### src/rtl/shifter.sv
// rtl/shifter.sv - CGIA video shifter: double line buffer read side, serialises one pixel per DEN clock
module shifter #(
  parameter int WORDS = 40,
  parameter int AW    = 6
) (
  input  logic          clk_i,
  input  logic          reset_i,
  input  logic          hsync_i,
  input  logic          den_i,
  input  logic          lb_we_i,
  input  logic [AW-1:0] lb_adr_i,
  input  logic [15:0]   lb_dat_i,
  output logic          bank_o,
  output logic          pixel_o,
  output logic          line_done_o,
  output logic          underrun_o
);

  typedef enum logic [2:0] {IDLE, PRIME0, PRIME1, ACTIVE, DONE} state_t;

  localparam logic [AW:0]   WORDS_W = (AW+1)'(WORDS);
  localparam logic [AW-1:0] LAST    = AW'(WORDS - 1);
  localparam logic [AW-1:0] SECOND  = (WORDS > 1) ? AW'(1) : AW'(0);

  state_t        state;
  logic          hsync_q;
  logic [AW-1:0] ptr;
  logic [3:0]    bit_cnt;
  logic [15:0]   sh;
  logic [15:0]   nx;
  logic [15:0]   rd_data;
  logic [AW-1:0] rd_adr;
  logic          hs_rise;
  logic          wr_ok;

  logic [15:0] mem0 [WORDS];
  logic [15:0] mem1 [WORDS];

  assign hs_rise = hsync_i & ~hsync_q;
  assign wr_ok   = lb_we_i && ({1'b0, lb_adr_i} < WORDS_W);

  // While shifting, keep reading the word after the one in sh so nx is always ready for the wrap.
  always_comb begin
    rd_adr = '0;
    case (state)
      PRIME1: rd_adr = SECOND;
      ACTIVE: rd_adr = (ptr == LAST) ? ptr : ptr + AW'(1);
      default: rd_adr = '0;
    endcase
  end

  // Line buffer storage: contents are not reset.
  always_ff @(posedge clk_i) begin
    if (wr_ok) begin
      if (bank_o) mem1[lb_adr_i] <= lb_dat_i;
      else        mem0[lb_adr_i] <= lb_dat_i;
    end
    rd_data <= bank_o ? mem0[rd_adr] : mem1[rd_adr];
  end

  always_ff @(posedge clk_i or posedge reset_i) begin
    if (reset_i) begin
      state       <= IDLE;
      hsync_q     <= 1'b0;
      bank_o      <= 1'b0;
      ptr         <= '0;
      bit_cnt     <= '0;
      sh          <= '0;
      nx          <= '0;
      pixel_o     <= 1'b0;
      line_done_o <= 1'b0;
      underrun_o  <= 1'b0;
    end else begin
      hsync_q     <= hsync_i;
      pixel_o     <= 1'b0;
      line_done_o <= 1'b0;
      underrun_o  <= den_i && (state == IDLE || state == PRIME0 || state == PRIME1);

      if (hs_rise) begin
        bank_o  <= ~bank_o;
        ptr     <= '0;
        bit_cnt <= '0;
        state   <= PRIME0;
      end else begin
        case (state)
          PRIME0: state <= PRIME1;
          PRIME1: begin
            sh    <= rd_data;
            state <= ACTIVE;
          end
          ACTIVE: begin
            nx <= rd_data;
            if (den_i) begin
              pixel_o <= sh[15];
              sh      <= {sh[14:0], 1'b0};
              bit_cnt <= bit_cnt + 4'd1;
              if (bit_cnt == 4'd15) begin
                if (ptr == LAST) begin
                  state       <= DONE;
                  line_done_o <= 1'b1;
                end else begin
                  sh  <= nx;
                  ptr <= ptr + AW'(1);
                end
              end
            end
          end
          default: ;
        endcase
      end
    end
  end

endmodule

### config.mk
export PLATFORM = sky130hd
export DESIGN_NAME = shifter
export DESIGN_NICKNAME = d
export VERILOG_FILES = /design/src/rtl/shifter.sv
export SDC_FILE = /design/constraint.sdc
export NUM_CORES = 2
export LEC_CHECK = 0
export BUFFER_PORTS_ARGS = -buffer_cell sky130_fd_sc_hd__buf_4
export CELL_PAD_IN_SITES_DETAIL_PLACEMENT = 0
export CELL_PAD_IN_SITES_GLOBAL_PLACEMENT = 1
export CORE_MARGIN = 2
export CORE_UTILIZATION = 50
export DETAILED_ROUTE_END_ITERATION = 16
export PLACE_DENSITY = 0.83
export SLEW_MARGIN = 20
export SYNTH_ARGS = -nofsm -noshare
export SYNTH_HDL_FRONTEND = slang
export SYNTH_SLANG_ARGS = --single-unit
### constraint.sdc
create_clock -name clk_i -period 5.6 [get_ports clk_i]
set_clock_uncertainty 0.1 [all_clocks]
set_input_delay 0.28 -clock clk_i [delete_from_list [all_inputs] [get_ports clk_i]]
set_output_delay 0.28 -clock clk_i [all_outputs]
set_load 0.01 [all_outputs]
Word level (Yosys, flattened, before mapping). Memory sizes are Yosys's and may differ from the RTL's. Index checks and enable logic that the tools add are counted.

Input bits: 27. Bits in writable memories: 1280. Output and inout port bits: 4. Flip-flop bits (word level): 66. Word-level logic and storage cells: 77. Memories kept: 2.

Order comparisons: 1. Eq/ne operators: 9. Bitwise operators: 4. Muxes and demuxes: 33. Add/sub/neg operators: 2. Reductions and logical operators: 15.

Memory list: mem0 (words 40, bits a word 16, rd ports 1, clocked after Yosys merged registers in 0, write ports 1, RTL line 36) `logic [15:0] mem0 [WORDS];`; mem1 (words 40, bits a word 16, rd ports 1, clocked after Yosys merged registers in 0, write ports 1, RTL line 37) `logic [15:0] mem1 [WORDS];`.

Operators with widths (number): $mux W16 (4); $pmux W16 S2 (1); $mux W6 (5); $mux W1 (14); $mux W3 (4); $mux W4 (3); $pmux W6 S2 (1); $ne A3 B3 Y1 const B (3); $pmux W3 S3 (1); $reduce_bool A2 Y1 (4); $add A6 B1 Y6 const B (1); $eq A3 B2 Y1 const B (2); $eq A6 B6 Y1 const B (1); $lt A6 B6 Y1 const B (1); $reduce_and A3 Y1 (2); $add A4 B1 Y4 const B (1); $eq A4 B4 Y1 const B (1); $reduce_and A2 Y1 (2); $reduce_and A4 Y1 (1); $reduce_bool A4 Y1 (1); $eq A3 B1 Y1 const B (1); $logic_not A3 Y1 (1); $not A1 Y1 (3); $logic_and A1 B1 Y1 (2); 3 further kinds (4).

Longest topological paths before layout.
Word-level depth: 6. Gate-level depth with buffers: 13. Gate-level depth less buffers: 9.

Worst setup path after synthesis. Ideal clock, no wire load.

Path type: register to register. Start: register ptr[1]. End: register rd_data[14]. Arrival time: 2.570 ns. Period minus slack after synthesis: 2.792 ns. Buffers on the path: 3. Cell stages (with the launch flop): 13. Slack: 2.808 ns. Data required time: 5.378 ns. Cell sequence: dfrtp_1 > ha_1 > buf_2 > nand2_1 > a31oi_1 > and2_1 > buf_2 > nand4_1 > clkbuf_1 > a21oi_1 > nor4_1 > a211oi_1 > o32a_1.

Cells in the longest elaborated chain, start to end: 5. Elaborated cells on any way between the ends: 7. Those cells by class: add/sub: 1; eq/ne: 1; mux: 3; memory: 2.

Ends and longest elaborated chain: from (decl) (RTL line 27) `logic [AW-1:0] ptr;`; from (signal assigned) (RTL line 103) `ptr <= ptr + AW'(1);`; $add A6 B1 Y6 / $eq A6 B6 Y1 (equally long branches) (RTL line 47) `ACTIVE: rd_adr = (ptr == LAST) ? ptr : ptr + AW'(1);`; $mux W6 (*); $pmux W6 S2 (*) (RTL line 45) `case (state)`; $mem_v2 Z40 W16 (on tied branches); $mux W16 (*) (RTL line 58) `rd_data <= bank_o ? mem0[rd_adr] : mem1[rd_adr];`; to (signal assigned) (RTL line 58); to (decl) (RTL line 31) `logic [15:0] rd_data;`.

Every way passes the cells marked *; elsewhere a longest branch is shown, timed or not. A chain may end at the register's enable or synchronous reset.

Final worst setup path.
Start: register ptr[0]. End: register rd_data[9].

The elaborated chain is that of the path after synthesis.

==> impl_results.md <==
- Status: finished, final reports clean
- Root Buffer: clkbuf_16
- Max_slew headroom: 0.224
- Initial Utilization: 0.506
- Syn nets: 3475
- FP Rows: 119
- Clock network power share: 0.404
- Initial antenna violation count: 5
- Internal power: 16300 uW
- Setup Buffers After CTS: 0
- Reg-to-reg critical path startpoint: ptr[0]
- Initial drt markers: 4058
- Largest net degree at the start of global routing: 117
- IO Port Bufs: 30
- Share of the synthesized area in the top cell type: 0.720
- Min Tclk post-route: 5440 ps
- Non-Filler Instances: 5033
- Cell Chain, Critical Path: ha_1 > nand2_1 > o211ai_4 > buf_4 > buf_4 > nand3_1 > a31o_2 > nor4_1 > o31ai_1 > a31oi_1 > o32a_1
- Clk slew on worst S/H paths: 60 ps
- Logic pwr share: 0.050
- Clock tree buffer depth: 3
- Drt drc: 0
- Slowest stage delay, CP: 750 ps
- Worst reg-to-reg path cell count: 11
- Synth Instances: 3446
- Gr ovfl total: 0
- Endpoint type of the worst setup path: register
- Startpoint Class: register
- Drt first pass iters: 8
- GP Congestion: 0.867
- Critical-path top delay cell: nor4_1
- Most frequent CP cell: buf_4
- CP arrival: 6020 ps
- Number of distinct library cells after synthesis: 71
- Routed wire length: 137 mm
- Final worst setup slack: 159 ps
- Total global routing track utilization: 0.251
- Setup TNS: 0 ps
- Setup CP Type: register to register
- Synth Area per Inst: 15.5 um2
- Fin. max-slew vios: 0
- Hold/Removal Path Class: primary input to register
- Inserted Clock Buffers: 134
- Sequential share of power: 0.546
- Wire per inst: 27.2 um
- Commonest non-fill, non-tap cells in the layout: 1280 x edfxtp_1, 413 x nand2_1, 257 x mux2i_1
- CTS tree: built
- Worst Setup SP: ptr[0]
- Synth Cell Area: 0.0534 mm2
- Width of the chip: 331 um
- Hold path start: lb_adr_i[0]
- Place WS: 317 ps
- Max Cap Violations: 0
- Area growth syn-to-layout: 11.9%
- First-pass GRT wire length: 201 mm
- H-tree depth: 4
- Worst-skew pair later-pin latency: 740 ps
- Final hold violation count: 0
- Final Core Density: 0.566
- Die area: 0.109 mm2
- # IOs: 31
- Placed cell area: 0.0557 mm2
- DR vias/cell: 6.25
- P_sw: 4550 uW
- Max VDD drop: 0.316 mV
- Ys async rst share: 0.0371
- Die Y-Extent: 331 um
- Post-synth top flop: edfxtp_1
- WP data required: 6180 ps
- Pleak: 0.0192 uW
- ANT nets after route: 0
- HPWL after DPL: 79.1 mm
- Switching Fraction: 0.218
- Seq/Total Area, Yosys: 0.749
- Max FO, Critical Path: 68
- Layout cell share with drive strength beyond 1: 0.129
- Placed cell count: 4786
- Post-synth top area cell: edfxtp_1
- Via count: 31.5k
- CTS Sinks: 1346
- EDFF count, synth: 1280
- Worst-Margin Slew: 1160 ps
- Ys Warns: 0
- Final Instance Area: 0.0598 mm2
- Unrepaired setup endpoints after global routing: no
- Synth top area cells: edfxtp_1 72%, mux2i_1 4.8%, nand2_1 2.9%, dfrtp_1 2.3%, a211oi_1 2.2%
- Hold-critical path depth: 3
- PwrDens: 349 mW/mm2
- Final setup vio count: 0
- Maximum clock rate: 184 MHz
- Commonest non-fill, non-tap cell in the layout: edfxtp_1
- Seq cells post-synth: 1346
- Core ar.: 0.106 mm2
- Fin nets: 3564
- Vias in the first global route: 30.2k
- Final Cycle Share: 0.972
[critical path, delay by kind of cell (launching register included)]
kind / cells / cell delay (ps)
AOI/OAI and AO/OA: 5 / 1830
adders and majority gates: 1 / 490
buffers and inverters: 2 / 1100
DFF: 1 / 600
and+or+nand+nor: 3 / 1180
[metal layers]
metal,global-route usage,share of wire
met1,0.356,0.40
met2,0.386,0.46
met3,0.0532,0.098
met4,0.0866,0.033
met5,0,0.00027
[cell type report]
cell class | count | area (um2)
Multi-Input combinational cell | 1852 | 12300
Inverter | 6 | 22.5
Timing Repair Buffer | 195 | 1610
Tap cell | 1391 | 1740
Clock buffer | 177 | 3600
Sequential cell | 1346 | 40000
Antenna cell | 2 | 5.00
Fill cell | 8005 | 45800
Clock inverter | 64 | 464
[synth_stat cells (6+ instances only)]
cell type	count
edfxtp_1	1280
nand2_1	415
mux2i_1	257
a211oi_1	159
a21oi_1	143
nor2_1	129
nand3_1	128
clkbuf_1	120
and3_1	98
a31oi_1	80
buf_2	75
o21ai_0	54
dfrtp_1	50
a22oi_1	48
nor2b_1	36
o221ai_1	32
mux4_2	30
nor4_1	30
buf_4	24
a32oi_1	18
mux2_2	17
a311oi_1	16
dfxtp_1	16
o22ai_1	16
a211oi_2	15
a222oi_1	15
a31o_2	15
o31ai_1	15
o32a_1	15
buf_6	12
buf_1	11
inv_1	6
[through the flow]
stage          hold WS, ps  total power, uW
2_1_floorplan          211            12100
3_3_place_gp           297            12600
3_5_place_dp           302            12600
4_1_cts               56.9            20900
5_1_grt               87.2            21400
6_report              90.3            20800
[state kept, by name, indices dropped and copies added, names as in the netlist]
name,flops
bit_cnt,4
ptr,6
state,3
mem0,640
mem1,640
rd_data,16
line_done_o,1
underrun_o,1
sh,16
nx,16
pixel_o,1
bank_o,1
hsync_q,1
[path summary, 6_finish.rpt]
| check | endpoint | slack, ps |
|---|---|---|
| setup / recovery | rd_data[9] | 160 |
| hold / removal | mem0[11][5] | 90 |
| setup reg to reg | rd_data[9] | 160 |
| hold reg to reg | sh[11] | 390 |
| max in group asynchronous | nx[13] | 4780 |
| min in group asynchronous | pixel_o | 170 |
[power groups by stage]
stage	sequential [uW]	clock (uW)	combinational [uW]
4_1_cts	11400	8490	1040
3_5_place_dp	11600	0	1030
3_3_place_gp	11600	0	1020
5_1_grt	11400	8880	1120
2_1_floorplan	11500	0	526
6_report	11400	8410	1040
[logic make-up after synthesis]
family / Yosys count / share of synthesized area
DFF: 1346 / 0.749
AOI/OAI and AO/OA: 663 / 0.0876
and+or+nand+nor: 876 / 0.0748
adders and majority gates: 2 / 0.000468
xor gates and xnor gates: 7 / 0.00115
buffers and inverters: 248 / 0.0226
muxes: 304 / 0.0644
[repair_timing]
item	in CTS	in global routing
hold buffers	4	0
resized for setup	0	1
setup endpoints to repair	0	1
endpoints found under the hold margin	97	0
No activity file was read; power rests on OpenSTA's default activity.
